`src/rtl/ram_stream_reader_pkg.sv`:
```
// Shared constants for the RAM stream reader.
//   state_t / St*  : controller states (IDLE, ISSUE, DRAIN), plain encoded constants
//   FIFO_DEPTH     : output buffer depth, which is also the cap on reads in flight
package ram_reader_pkg;

   localparam int unsigned FIFO_DEPTH = 4;

   typedef logic [1:0] state_t;

   localparam state_t StIdle  = 2'd0;
   localparam state_t StIssue = 2'd1;
   localparam state_t StDrain = 2'd2;

endpackage

```
`src/rtl/ram_stream_reader_if.sv`:
```
// Bundle of command, status, RAM read-port and output-stream signals.
//   master : the reader (drives busy/done/mem_addr/m_valid/m_data/m_last)
//   slave  : the environment (drives start/base_addr/length/mem_dout/m_ready)
interface ram_stream_reader_if #(
   parameter int unsigned ADDRESS_WIDTH = 8,
   parameter int unsigned DATA_WIDTH    = 8
);

   logic                     start;
   logic [ADDRESS_WIDTH-1:0] base_addr;
   logic [ADDRESS_WIDTH:0]   length;
   logic                     busy;
   logic                     done;
   logic [ADDRESS_WIDTH-1:0] mem_addr;
   logic [DATA_WIDTH-1:0]    mem_dout;
   logic                     m_valid;
   logic                     m_ready;
   logic [DATA_WIDTH-1:0]    m_data;
   logic                     m_last;

   modport master (
      input  start, base_addr, length, mem_dout, m_ready,
      output busy, done, mem_addr, m_valid, m_data, m_last
   );

   modport slave (
      output start, base_addr, length, mem_dout, m_ready,
      input  busy, done, mem_addr, m_valid, m_data, m_last
   );

endinterface

```
`src/rtl/ram_stream_reader_stream_fifo.sv`:
```
// Small synchronous FIFO holding returned words plus their last flag.
//   clock, reset       : posedge clock, synchronous active-high reset
//   push, push_data    : write side (ignored when full)
//   pop, pop_data      : read side, pop_data is the current head (ignored when empty)
//   full, empty, count : occupancy status
// DEPTH must be a power of two so the pointers wrap naturally.
module stream_fifo
   import ram_reader_pkg::*;
#(
   parameter int unsigned WIDTH = 9,
   parameter int unsigned DEPTH = FIFO_DEPTH
) (
   input  logic                         clock,
   input  logic                         reset,
   input  logic                         push,
   input  logic [WIDTH-1:0]             push_data,
   input  logic                         pop,
   output logic [WIDTH-1:0]             pop_data,
   output logic                         full,
   output logic                         empty,
   output logic [$clog2(DEPTH+1)-1:0]   count
);

   localparam int unsigned PtrW   = $clog2(DEPTH);
   localparam int unsigned CountW = $clog2(DEPTH + 1);

   logic [WIDTH-1:0]  mem_q [DEPTH];
   logic [PtrW-1:0]   wr_ptr_q;
   logic [PtrW-1:0]   rd_ptr_q;
   logic [CountW-1:0] count_q;
   logic              do_push;
   logic              do_pop;

   assign empty    = (count_q == '0);
   assign full     = (count_q == CountW'(DEPTH));
   assign do_push  = push && !full;
   assign do_pop   = pop && !empty;
   assign pop_data = mem_q[rd_ptr_q];
   assign count    = count_q;

   always_ff @(posedge clock) begin
      if (reset) begin
         // Storage is cleared too so the head reads as zero after reset.
         for (int unsigned i = 0; i < DEPTH; i++) begin
            mem_q[i] <= '0;
         end
         wr_ptr_q <= '0;
         rd_ptr_q <= '0;
         count_q  <= '0;
      end else begin
         if (do_push) begin
            mem_q[wr_ptr_q] <= push_data;
            wr_ptr_q        <= wr_ptr_q + PtrW'(1);
         end
         if (do_pop) begin
            rd_ptr_q <= rd_ptr_q + PtrW'(1);
         end
         case ({do_push, do_pop})
            2'b10:   count_q <= count_q + CountW'(1);
            2'b01:   count_q <= count_q - CountW'(1);
            default: count_q <= count_q;
         endcase
      end
   end

endmodule

```
`src/rtl/ram_stream_reader.sv`:
```
// Read-port initiator for registered-read (1-cycle latency) RAMs.
//   clock, reset : posedge clock, synchronous active-high reset
//   bus.master   : start/base_addr/length command, busy/done status,
//                  mem_addr/mem_dout RAM read port, m_valid/m_ready/m_data/m_last stream
// Walks length words from base_addr (wrapping), buffers returned words in a
// 4-entry FIFO and never has more than 4 reads outstanding, so backpressure
// stalls issuing instead of overflowing the buffer.
module ram_stream_reader
   import ram_reader_pkg::*;
#(
   parameter int unsigned ADDRESS_WIDTH = 8,
   parameter int unsigned DATA_WIDTH    = 8
) (
   input logic               clock,
   input logic               reset,
   ram_stream_reader_if.master bus
);

   localparam int unsigned CountW = $clog2(FIFO_DEPTH + 1);

   state_t                   state_q;
   logic [ADDRESS_WIDTH:0]   issue_cnt_q;
   logic [ADDRESS_WIDTH-1:0] addr_q;
   logic                     rd_valid_q;
   logic                     rd_last_q;
   logic                     done_q;

   logic                     issue;
   logic                     last_issue;
   logic [CountW:0]          outstanding;
   logic [CountW-1:0]        fifo_count;
   logic                     fifo_full;
   logic                     fifo_empty;
   logic                     pop;
   logic [DATA_WIDTH:0]      fifo_head;

   // Reads already in flight: buffered words plus the word returning this cycle.
   // Issuing only below the depth keeps the total, including this issue, within 4.
   assign outstanding = {1'b0, fifo_count} + {{CountW{1'b0}}, rd_valid_q};

   always_comb begin
      issue      = (state_q == StIssue) && (outstanding < (CountW + 1)'(FIFO_DEPTH));
      last_issue = issue && (issue_cnt_q == (ADDRESS_WIDTH + 1)'(1));
   end

   assign pop = bus.m_valid && bus.m_ready;

   always_ff @(posedge clock) begin
      if (reset) begin
         state_q     <= StIdle;
         issue_cnt_q <= '0;
         addr_q      <= '0;
         rd_valid_q  <= 1'b0;
         rd_last_q   <= 1'b0;
         done_q      <= 1'b0;
      end else begin
         done_q     <= 1'b0;
         // mem_dout is valid the cycle after the address was issued.
         rd_valid_q <= issue;
         rd_last_q  <= last_issue;
         case (state_q)
            StIdle: begin
               if (bus.start) begin
                  if (bus.length != '0) begin
                     state_q     <= StIssue;
                     addr_q      <= bus.base_addr;
                     issue_cnt_q <= bus.length;
                  end else begin
                     done_q <= 1'b1;
                  end
               end
            end
            StIssue: begin
               if (issue) begin
                  addr_q      <= addr_q + ADDRESS_WIDTH'(1);
                  issue_cnt_q <= issue_cnt_q - (ADDRESS_WIDTH + 1)'(1);
                  if (last_issue) begin
                     state_q <= StDrain;
                  end
               end
            end
            StDrain: begin
               if (pop && bus.m_last) begin
                  state_q <= StIdle;
                  done_q  <= 1'b1;
               end
            end
            default: state_q <= StIdle;
         endcase
      end
   end

   stream_fifo #(
      .WIDTH (DATA_WIDTH + 1),
      .DEPTH (FIFO_DEPTH)
   ) u_fifo (
      .clock     (clock),
      .reset     (reset),
      .push      (rd_valid_q && !fifo_full),
      .push_data ({rd_last_q, bus.mem_dout}),
      .pop       (pop),
      .pop_data  (fifo_head),
      .full      (fifo_full),
      .empty     (fifo_empty),
      .count     (fifo_count)
   );

   assign bus.busy                = (state_q != StIdle);
   assign bus.done                = done_q;
   assign bus.mem_addr            = addr_q;
   assign bus.m_valid             = !fifo_empty;
   assign {bus.m_last, bus.m_data} = fifo_head;

endmodule

```
`src/flat_wrapper.sv`:
```
// flat-port wrapper written by rule: the top's interface ports become plain ports
module ram_stream_reader_flat import ram_reader_pkg::*;
#(
   parameter int unsigned ADDRESS_WIDTH = 8,
   parameter int unsigned DATA_WIDTH    = 8
)
  (clock, reset, bus_start, bus_base_addr, bus_length, bus_mem_dout, bus_m_ready, bus_busy, bus_done, bus_mem_addr, bus_m_valid, bus_m_data, bus_m_last);
  ram_stream_reader_if #(.ADDRESS_WIDTH(ADDRESS_WIDTH), .DATA_WIDTH(DATA_WIDTH)) bus_i ();
  input logic clock;
  input logic reset;
  input wire logic [$bits(bus_i.start)-1:0] bus_start;
  input wire logic [$bits(bus_i.base_addr)-1:0] bus_base_addr;
  input wire logic [$bits(bus_i.length)-1:0] bus_length;
  input wire logic [$bits(bus_i.mem_dout)-1:0] bus_mem_dout;
  input wire logic [$bits(bus_i.m_ready)-1:0] bus_m_ready;
  output wire logic [$bits(bus_i.busy)-1:0] bus_busy;
  output wire logic [$bits(bus_i.done)-1:0] bus_done;
  output wire logic [$bits(bus_i.mem_addr)-1:0] bus_mem_addr;
  output wire logic [$bits(bus_i.m_valid)-1:0] bus_m_valid;
  output wire logic [$bits(bus_i.m_data)-1:0] bus_m_data;
  output wire logic [$bits(bus_i.m_last)-1:0] bus_m_last;
  assign bus_i.start = bus_start;
  assign bus_i.base_addr = bus_base_addr;
  assign bus_i.length = bus_length;
  assign bus_i.mem_dout = bus_mem_dout;
  assign bus_i.m_ready = bus_m_ready;
  assign bus_busy = bus_i.busy;
  assign bus_done = bus_i.done;
  assign bus_mem_addr = bus_i.mem_addr;
  assign bus_m_valid = bus_i.m_valid;
  assign bus_m_data = bus_i.m_data;
  assign bus_m_last = bus_i.m_last;
  ram_stream_reader #(.ADDRESS_WIDTH(ADDRESS_WIDTH), .DATA_WIDTH(DATA_WIDTH)) u_core (.clock(clock), .reset(reset), .bus(bus_i));
endmodule
```
`config.mk`:
```
export PLATFORM = sky130hd
export DESIGN_NAME = ram_stream_reader_flat
export DESIGN_NICKNAME = d
export VERILOG_FILES = /design/src/rtl/ram_stream_reader_pkg.sv /design/src/rtl/ram_stream_reader_if.sv /design/src/rtl/ram_stream_reader_stream_fifo.sv /design/src/rtl/ram_stream_reader.sv /design/src/flat_wrapper.sv
export SDC_FILE = /design/constraint.sdc
export NUM_CORES = 1
export LEC_CHECK = 0
export ABC_AREA = 0
export CAP_MARGIN = 5
export CORE_MARGIN = 4
export CORE_UTILIZATION = 40
export DETAILED_ROUTE_END_ITERATION = 10
export GPL_TIMING_DRIVEN = 0
export SLEW_MARGIN = 20
export SYNTH_ARGS = -nofsm -noshare
export SYNTH_HDL_FRONTEND = slang
export SYNTH_SLANG_ARGS = --single-unit
```
`constraint.sdc`:
```
create_clock -name clock -period 2 [get_ports clock]
set_input_delay 0.4 -clock clock [delete_from_list [all_inputs] [get_ports clock]]
set_output_delay 0.4 -clock clock [all_outputs]
set_load 0.01 [all_outputs]
```
Yosys cells after proc, flatten, opt, wreduce, memory -nomap -nowiden --
Memory sizes are Yosys's and may differ from the RTL's. A register that Yosys moved wholly into a read port is not among the register bits. Cells that the tools add are included.
Storage, ports and cells: register bits after elaboration 29, output and inout bits 20, memories kept 1, input port bits 29, bits in writable memories 36
Operators by class: muxes and demuxes 29, magnitude comparators 1, reductions and logical operators 18, $add $sub $neg 7, equality and inequality tests 11
Memory list:
- u_core.u_fifo.mem_q | words 4, width 9, read ports 1, clocked after Yosys merged registers in 1, write ports 4, RTL line ram_stream_reader_stream_fifo.sv:27 | logic [WIDTH-1:0] mem_q [DEPTH];
Operator list (number):
- $mux 9 | 4
- $mux 8 | 3
- $pmux 9 s2 | 1
- $mux 2 | 8
- $pmux 8 s2 | 1
- $eq 9x1->1 const B | 1
- $mux 1 | 9
- $reduce_bool 9->1 | 1
- $reduce_or 9->1 | 1
- $sub 9x1->9 const B | 1
- $add 8x1->8 const B | 1
- $ne 2x1->1 const B | 4
- $logic_and 1x1->1 | 7
- $pmux 2 s3 | 1
- $pmux 3 s2 | 1
- $reduce_bool 2->1 | 3
- $reduce_and 5->1 | 1
- $add 2x1->2 const B | 2
- $add 3x1->4 | 1
- $eq 2x1->1 const B | 2
- $eq 2x2->1 const B | 2
- $lt 4x3->1 const B | 1
- $reduce_and 4->1 | 1
- $add 3x1->3 const B | 1
- other kinds (7) | 8

Logic depth before layout (Yosys ltp) --
Gate-level depths: netlist (run 1).
word-level depth 9, mapped depth 9, mapped depth without buffers 9

Cells and area by module --
From an unflattened synthesis (run 1), not the netlist that was laid out.
Second synthesis, totals: cells, all modules 297, area, all modules 3338.2 µm²
By module, submodules not included:
- stream_fifo | area each 2050.7 µm², cells each 140, instances 1
- ram_stream_reader | area each 1287.5 µm², cells each 157, instances 1

Worst setup path after synthesis (run 1) --
OpenSTA, ideal clock, no wires.
path kind reg2reg, start point reg u_core.u_fifo.count_q[2], in the netlist u_core.u_fifo.count[2], end point reg u_core.u_fifo.count_q[2], in the netlist u_core.u_fifo.count[2], buffers on the path 0, cell stages (with the launch flop) 10, path slack -0.066 ns, arrival 1.996 ns, data required time 1.929 ns, library setup time 0.071 ns, path through dfxtp_1 inv_2 o31a_1 inv_2 ha_1 inv_1 fa_1 xor2_1 or3_1 a21oi_1
Between the ends: word-level cells in the longest chain between the ends 6, elaborated cells between the ends (all ways) 14, classes of those cells 2 x add/sub; 3 x eq/ne; 1 x mux; 8 x reduce/logical
Ends and longest elaborated chain:
- start, declared | RTL line ram_stream_reader_stream_fifo.sv:30 | logic [CountW-1:0] count_q;
- start signal, assigned | RTL line ram_stream_reader_stream_fifo.sv:59 | 2'b10: count_q <= count_q + CountW'(1);
- start signal, assigned | RTL line ram_stream_reader_stream_fifo.sv:60 | 2'b01: count_q <= count_q - CountW'(1);
- start signal, assigned | RTL line ram_stream_reader_stream_fifo.sv:61 | default: count_q <= count_q;
- $eq 3x3->1 / $logic_not 3->1 (equally long branches) | RTL line ram_stream_reader_stream_fifo.sv:35, ram_stream_reader_stream_fifo.sv:34
- $logic_not 1->1, on equally long branches
- $logic_and 1x1->1, on equally long branches | RTL line ram_stream_reader.sv:99, ram_stream_reader.sv:46
- $logic_and 1x1->1, on equally long branches | RTL line ram_stream_reader_stream_fifo.sv:36, ram_stream_reader_stream_fifo.sv:37
- $eq 2x1->1 / $eq 2x2->1 (equally long branches) | RTL line ram_stream_reader_stream_fifo.sv:58 | case ({do_push, do_pop})
- $pmux 3 s2 / $reduce_bool 2->1 (equally long branches)
Several ways; a longest one is shown, not always the timed one. A chain may end at the register's enable or synchronous reset.

Final worst setup path (run 1) --
start point in bus_m_ready, end point reg u_core.u_fifo.count_q[2], in the netlist u_core.u_fifo.count[2]
Between the ends: word-level cells in the longest chain between the ends 4, elaborated cells between the ends (all ways) 6, classes of those cells 2 x eq/ne; 1 x mux; 3 x reduce/logical
Ends and longest elaborated chain:
- start, declared | RTL line flat_wrapper.sv:15 | input wire logic [$bits(bus_i.m_ready)-1:0] bus_m_ready;
- $logic_and 1x1->1 * | RTL line ram_stream_reader.sv:46 | assign pop = bus.m_valid && bus.m_ready;
- $logic_and 1x1->1 * | RTL line ram_stream_reader_stream_fifo.sv:37 | assign do_pop = pop && !empty;
- net u_core.u_fifo.do_pop | RTL line ram_stream_reader_stream_fifo.sv:32 | logic do_pop;
- $eq 2x1->1 / $eq 2x2->1 (equally long branches) | RTL line ram_stream_reader_stream_fifo.sv:58
- $pmux 3 s2 / $reduce_bool 2->1 (equally long branches)
Mark *: on every way through the listed nets, which the timed path passes. The rest lies on a longest branch.

==> flow_metrics.py, run 1 <==
metrics = {
    "placement": {
        "dp_slack_ns": -0.386,
        "place.port_buffers": 47,
        "placed_cells": 462,
        "gp_congestion": 0.824,
        "dp_hpwl_microns": 5200,
    },
    "sta": {
        "max_freq_ghz": 0.510,
        "worstMarginPinSlew_ns": 0.573,
        "fin_ws_ns": 0.0385,
        "setup_violations": 0,
        "maxSlewHeadroom_pct": 61.5,
        "min_period_ns": 1.96,
        "hold_viol_final": 0,
        "skew_ns": 0.0103,
        "period_share_pct": 98.1,
        "rsz0062_at_grt": "yes",
        "final.setup.tns_ns": 0,
        "slew_violations": 0,
    },
    "detailed_routing": {
        "vias": 2529,
        "routed_wl_microns": 7540,
        "avgViaCountPerCell": 5.21,
        "drt-wirelength-per-cell_microns": 15.5,
        "ant_nets": 0,
        "firstDrtPassIters": 4,
        "drc": 0,
        "initialDrtViolationCount": 103,
    },
    "worst_setup_path": {
        "max_stage_delay_ns": 0.45,
        "crit_arrival_ns": 2.21,
        "crit_family": "buffers and inverters",
        "start_kind": "input pin",
        "r2r_cells": 8,
        "reg2reg_slack_ns": 0.07,
        "rr_startpoint": "u_core.u_fifo.count[0]",
        "crit_path_end_kind": "flip-flop",
        "critPathMaxFanout": 4,
        "cp_cell_sequence": "clkdlybuf4s50_1 > o31a_1 > ha_4 > inv_1 > fa_2 > xor2_1 > or3_1 > a21oi_1",
        "critPathKind": "input pin to flip-flop",
        "crit_buf_inv": 2,
        "slowest_stage": "clkdlybuf4s50_1",
        "r2r-end": "u_core.u_fifo.count[2]",
        "required_ns": 2.25,
    },
    "yosys": {
        "synth_flop_cell": "edfxtp_1",
        "synthTopCellsByArea": "edfxtp_1 33%, dfxtp_1 19%, mux4_2 6.3%",
        "synth-async-reset-ratio_pct": 0,
        "synth-seq-cells": 67,
        "yosysWarnings": 0,
        "yosysSeqAreaShare_pct": 52.6,
        "synth_edf_count": 36,
        "syn_area_per_cell_sq_um": 10.3,
        "ys_types": 52,
        "synth_area_sq_mm": 0.00324,
        "synth_top_area_share_pct": 33.4,
        "synth.net_count": 347,
        "netlist.top_cell.by_area": "edfxtp_1",
        "synthCells": 313,
    },
    "cts": {
        "cts_buffers": 9,
        "clk_latency_ns": 0.34,
        "cts_root_buf": "clkbuf_8",
        "cts_buffer_depth": 2,
        "clk_pin_slew_ns": 0.07,
        "cts_sinks": 67,
        "h-tree-depth": 3,
        "cts_tree": "yes",
    },
    "floorplan": {
        "die_y_microns": 97.9,
        "chipWidth_microns": 97.9,
        "start_util_pct": 41.4,
        "ios": 49,
        "core_area_sq_mm": 0.00781,
        "die-area_sq_mm": 0.00959,
        "rows": 32,
    },
    "power_and_ir_drop": {
        "power.total_mw": 3.80,
        "powerDensity_mw_per_mm2": 915,
        "power.leakage_nw": 1.57,
        "ir_worst_vdd_mv": 0.358,
    },
    "min_path": {
        "min_from": "u_core.issue_cnt_q[7]",
        "hold_depth": 2,
        "hold_end": "u_core.issue_cnt_q[7]",
        "holdCritPathClass": "flip-flop to flip-flop",
    },
    "cells_and_area": {
        "final_cell_mix": "42 x nor2_1, 37 x clkdlybuf4s50_1, 36 x edfxtp_1",
        "n_antenna_cell": 0,
        "area.growth.synth_to_final_pct": 28.2,
        "nNetsFinal": 412,
        "layout.cells.non_filler": 485,
        "final_layout_size_suffix_gt1_share_pct": 19.3,
        "final_common_cell": "nor2_1",
    },
    "global_route": {
        "grt_max_degree": 13,
        "grt_pass1_wl_microns": 12600,
        "grt_pass1_vias": 2536,
        "grt_usage_pct": 16.4,
        "grt_overflow": 0,
        "antenna_found_initial": 0,
    },
    "run_status": {
        "status": "complete, no violations",
    },
    "job": {
        "max_cap_viol_count": 0,
    },
}
cells in the mapped netlist (all sizes together) (2+ instances only):
master / n
nand2b: 6
nor3: 9
xnor2: 4
o21ai: 16
o221ai: 3
inv: 19
a31o: 2
clkbuf: 7
o21bai: 2
and4: 3
a311oi: 2
nor2b: 2
nor4: 4
a21oi: 20
buf: 10
a21boi: 2
o31a: 2
nor3b: 2
and2: 10
or2: 3
ha: 4
dfxtp: 31
nand2: 30
a221oi: 4
a211oi: 4
or3: 3
nor2: 44
edfxtp: 36
nand3: 2
mux4: 9
xor2: 7
what timing repair did:
item,CTS,global route
endpoints found under the setup margin,41,40
buffers inserted,4,3
pin swaps,3,2
hold buffers,0,0
gates resized for setup,47,16
gates cloned,1,0
flip-flops by register name, indices dropped and copies added (netlist names), named ones only:
signal	count
u_core.u_fifo.count	3
u_core.issue_cnt_q	9
u_core.bus.mem_addr	8
u_core.u_fifo.mem_q	36
u_core.rd_last_q	1
u_core.state_q	2
u_core.u_fifo.rd_ptr_q	2
u_core.bus.done	1
u_core.rd_valid_q	1
u_core.u_fifo.wr_ptr_q	2
cells by family (layout without fill, tap and decap cells):
kind of cell               count (synthesis)  in the layout  synth area share, %
AOI/OAI and AO/OA                         63             63                 12.9
adders and majority gates                  5              5                 2.17
DFF                                       67             67                 52.6
muxes                                      9              9                 6.26
buffers and inverters                     36            106                 4.83
xor gates and xnor gates                  11             11                 2.98
and+or+nand+nor                          122            122                 18.3
worst register-to-register path: cells and delay by family, from the launching register on:
kind	cells	cell delay (ns)
flip-flops	1	0.34
AO/OA/AOI/OAI	2	0.44
AND/OR/NAND/NOR	1	0.30
buffers and inverters	2	0.15
XOR/XNOR	1	0.15
adder cells (fa/ha/maj)	2	0.46
routing by layer:
metal / global-route usage [%] / vias up / share of wire (%) / wire length, microns
met5: 0 / - / 0 / 0
met4: 5.54 / 0 / 1.2 / 93
met3: 3.50 / 11 / 4.8 / 364
met2: 27.8 / 59 / 51 / 3830
met1: 20.8 / 1208 / 43 / 3250
li1: - / 1251 / - / -
report_power, final:
group | switching, mW | total, mW | internal [mW] | leakage [nW]
Clock | 0.505 | 0.982 | 0.477 | 0.0851
Sequential | 0.117 | 1.70 | 1.59 | 0.630
Combinational | 0.517 | 1.11 | 0.592 | 0.853
worst max path at each step:
| stage | start | endpoint | depth (start not counted) |
|---|---|---|---|
| finish | bus_m_ready | u_core.u_fifo.count[2] | 8 |
| global route | bus_m_ready | u_core.u_fifo.count[2] | 8 |
| CTS | flip-flop | bus_m_data[3] | 3 |
| detailed placement | bus_length[2] | u_core.issue_cnt_q[8] | 7 |
| global placement | bus_length[2] | u_core.bus.mem_addr[6] | 7 |
| floorplan | u_core.u_fifo.count[0] | u_core.u_fifo.count[2] | 8 |
per-stage QoR:
stage / util [%] / instance area, sq um / hold slack [ns]
after floorplan: - / 3250 / 0.451
after global placement: 49.3 / 3850 / 0.468
after detailed placement: 49.3 / 3850 / 0.476
after CTS: 52.5 / 4100 / 0.486
after global routing: 53.1 / 4150 / 0.525
final: 53.1 / 4150 / 0.482
layout make-up:
cell class | count | area, sq um
Inverter | 19 | 71.3
Tap cell | 102 | 128
Sequential cell | 67 | 1710
Multi-Input combinational cell | 210 | 1440
Clock inverter | 5 | 30.0
Fill cell | 693 | 3660
Timing Repair Buffer | 55 | 531
Buffer | 16 | 97.6
Clock buffer | 11 | 141
No activity file was read; power rests on OpenSTA's default activity.
==> run 2, diff against run 1 <==
- CORE_MARGIN: 4 -> not set
==> flow_metrics.py, run 2 (synthesized netlist as in run 1, its figures left out) <==
metrics = {
    "worst_setup_path": {
        "critPathKind": "flip-flop to output pin",
        "r2r-end": "u_core.u_fifo.count[2]",
        "start_kind": "flip-flop",
        "rr_startpoint": "u_core.u_fifo.count[0]",
        "crit_path_end_kind": "output pin",
        "critPathMaxFanout": 5,
        "reg2reg_slack_ns": 0.03,
        "required_ns": 1.60,
        "crit_arrival_ns": 1.57,
        "r2r_cells": 8,
    },
    "global_route": {
        "grt_usage_pct": 20.2,
        "grt_max_degree": 13,
        "grt_overflow": 0,
        "grt_pass1_wl_microns": 12800,
        "grt_pass1_vias": 2527,
        "antenna_found_initial": 0,
    },
    "placement": {
        "gp_congestion": 0.859,
        "place.port_buffers": 47,
        "dp_hpwl_microns": 5250,
    },
    "cells_and_area": {
        "largest_reg_flops": 36,
        "fin_util_pct": 54.2,
        "regMostFlops": "u_core.u_fifo.mem_q",
        "final_cell_mix": "42 x nor2_1, 37 x clkdlybuf4s50_1, 36 x edfxtp_1",
        "n_antenna_cell": 0,
        "area.sequential_sq_mm": 0.00171,
        "area.growth.synth_to_final_pct": 30.1,
        "final_layout_size_suffix_gt1_share_pct": 21.5,
        "final_common_cell": "nor2_1",
        "multiInputGateArea_sq_mm": 0.00143,
        "fillers": 710,
        "nNetsFinal": 420,
    },
    "power_and_ir_drop": {
        "power.total_mw": 4.08,
        "powerDensity_mw_per_mm2": 969,
        "ir_worst_vdd_mv": 0.656,
        "power.leakage_nw": 1.61,
    },
    "detailed_routing": {
        "drc": 0,
        "wl_met1_microns": 3580,
        "vias": 2596,
        "routed.top_layer": "met4",
        "drt-wirelength-per-cell_microns": 16.1,
        "ant_nets": 0,
        "firstDrtPassIters": 4,
        "wl_met3_microns": 402,
        "routed_wl_microns": 7940,
        "avgViaCountPerCell": 5.27,
        "initialDrtViolationCount": 99,
        "dr_wl_met2_microns": 3890,
    },
    "floorplan": {
        "ios": 49,
        "core_area_sq_mm": 0.00777,
        "die-area_sq_mm": 0.00845,
        "rows": 32,
        "die_y_microns": 91.9,
        "start_util_pct": 41.7,
        "chipWidth_microns": 91.9,
    },
    "cts": {
        "clk_latency_ns": 0.34,
        "cts_buffers": 9,
        "cts_tree": "yes",
        "h-tree-depth": 3,
        "cts_sinks": 67,
        "clk_pin_slew_ns": 0.07,
        "cts_buffer_depth": 2,
        "cts_root_buf": "clkbuf_8",
    },
    "min_path": {
        "hold_depth": 2,
        "min_from": "u_core.issue_cnt_q[7]",
        "hold_end": "u_core.issue_cnt_q[7]",
        "holdCritPathClass": "flip-flop to flip-flop",
    },
    "run_status": {
        "status": "complete, no violations",
    },
    "sta": {
        "maxSlewHeadroom_pct": 60.6,
        "fin_hold_ws_ns": 0.488,
        "worstMarginPinSlew_ns": 0.591,
        "final.setup.tns_ns": 0,
        "slew_violations": 0,
        "hold_viol_final": 0,
        "period_share_pct": 98.5,
        "skew_ns": 0.00688,
        "setup_violations": 0,
        "min_period_ns": 1.97,
        "max_freq_ghz": 0.508,
        "rsz0062_at_grt": "yes",
    },
    "job": {
        "max_cap_viol_count": 0,
    },
}
==> run 2: cell count changes in the layout (fill, tap and decap cells not counted), moves of 2 or more <==
cell / before / now
buf_2: 9 / 6
buf_6: 4 / 6
clkbuf_2: 0 / 6
clkinv_2: 3 / 1
bufinv_16: 0 / 2
buf_4: 10 / 16
nor4_2: 0 / 2
==> run 2: per-layer routing <==
| metal | track usage (%) | vias to the layer above |
|---|---|---|
| met2 | 33.3 | 63 |
| met3 | 4.64 | 5 |
| met4 | 6.25 | 0 |
| li1 | - | 1260 |
| met1 | 26.4 | 1268 |
| met5 | 0 | - |
==> run 2: worst max path at each step <==
stage / from / end / cells past startpoint
floorplan: u_core.u_fifo.count[0] / u_core.u_fifo.count[2] / 8
global placement: u_core.u_fifo.count[0] / u_core.u_fifo.mem_q[0][6] / 4
detailed placement: bus_m_ready / u_core.u_fifo.count[2] / 8
CTS: flip-flop / bus_m_last / 3
global route: flip-flop / bus_m_data[0] / 4
finish: flip-flop / bus_m_data[0] / 4
==> run 2: critical path, cell delays in order, from the launching register on <==
cell,delay (ns)
dfxtp_2,0.36
buf_6,0.14
buf_6,0.10
mux4_2,0.50
buf_6,0.14
==> run 2: final cells by class <==
cell class | count | area share (%)
timing repair buffer | 63 | 13.4
tap | 102 | 3.03
buffer | 16 | 2.23
sequential | 67 | 40.6
multi-input combinational | 210 | 33.9
inverter | 19 | 1.69
clock buffer | 9 | 2.94
clock inverter | 7 | 2.20
==> run 2: where the power goes <==
group	total, mW	switching, mW	internal [mW]	leakage, nW
logic	1.15	0.553	0.599	0.881
registers	1.70	0.109	1.59	0.630
clock network	1.23	0.535	0.697	0.103
==> run 2: what timing repair did <==
item	4_1_cts	5_1_grt
pin swaps	2	4
gates cloned	1	0
resized for setup	42	16
endpoints found under the setup margin	38	47
buffers inserted	8	7
hold buffers	0	0
==> run 2: metrics by stage <==
step | instance area (sq um) | cells | worst slack (ns)
2_1_floorplan | 3250 | 313 | 0.00435
3_3_place_gp | 3850 | 462 | -0.424
3_5_place_dp | 3850 | 462 | -0.443
4_1_cts | 4160 | 486 | -0.0588
5_1_grt | 4210 | 493 | -0.0529
6_report | 4210 | 493 | 0.0297
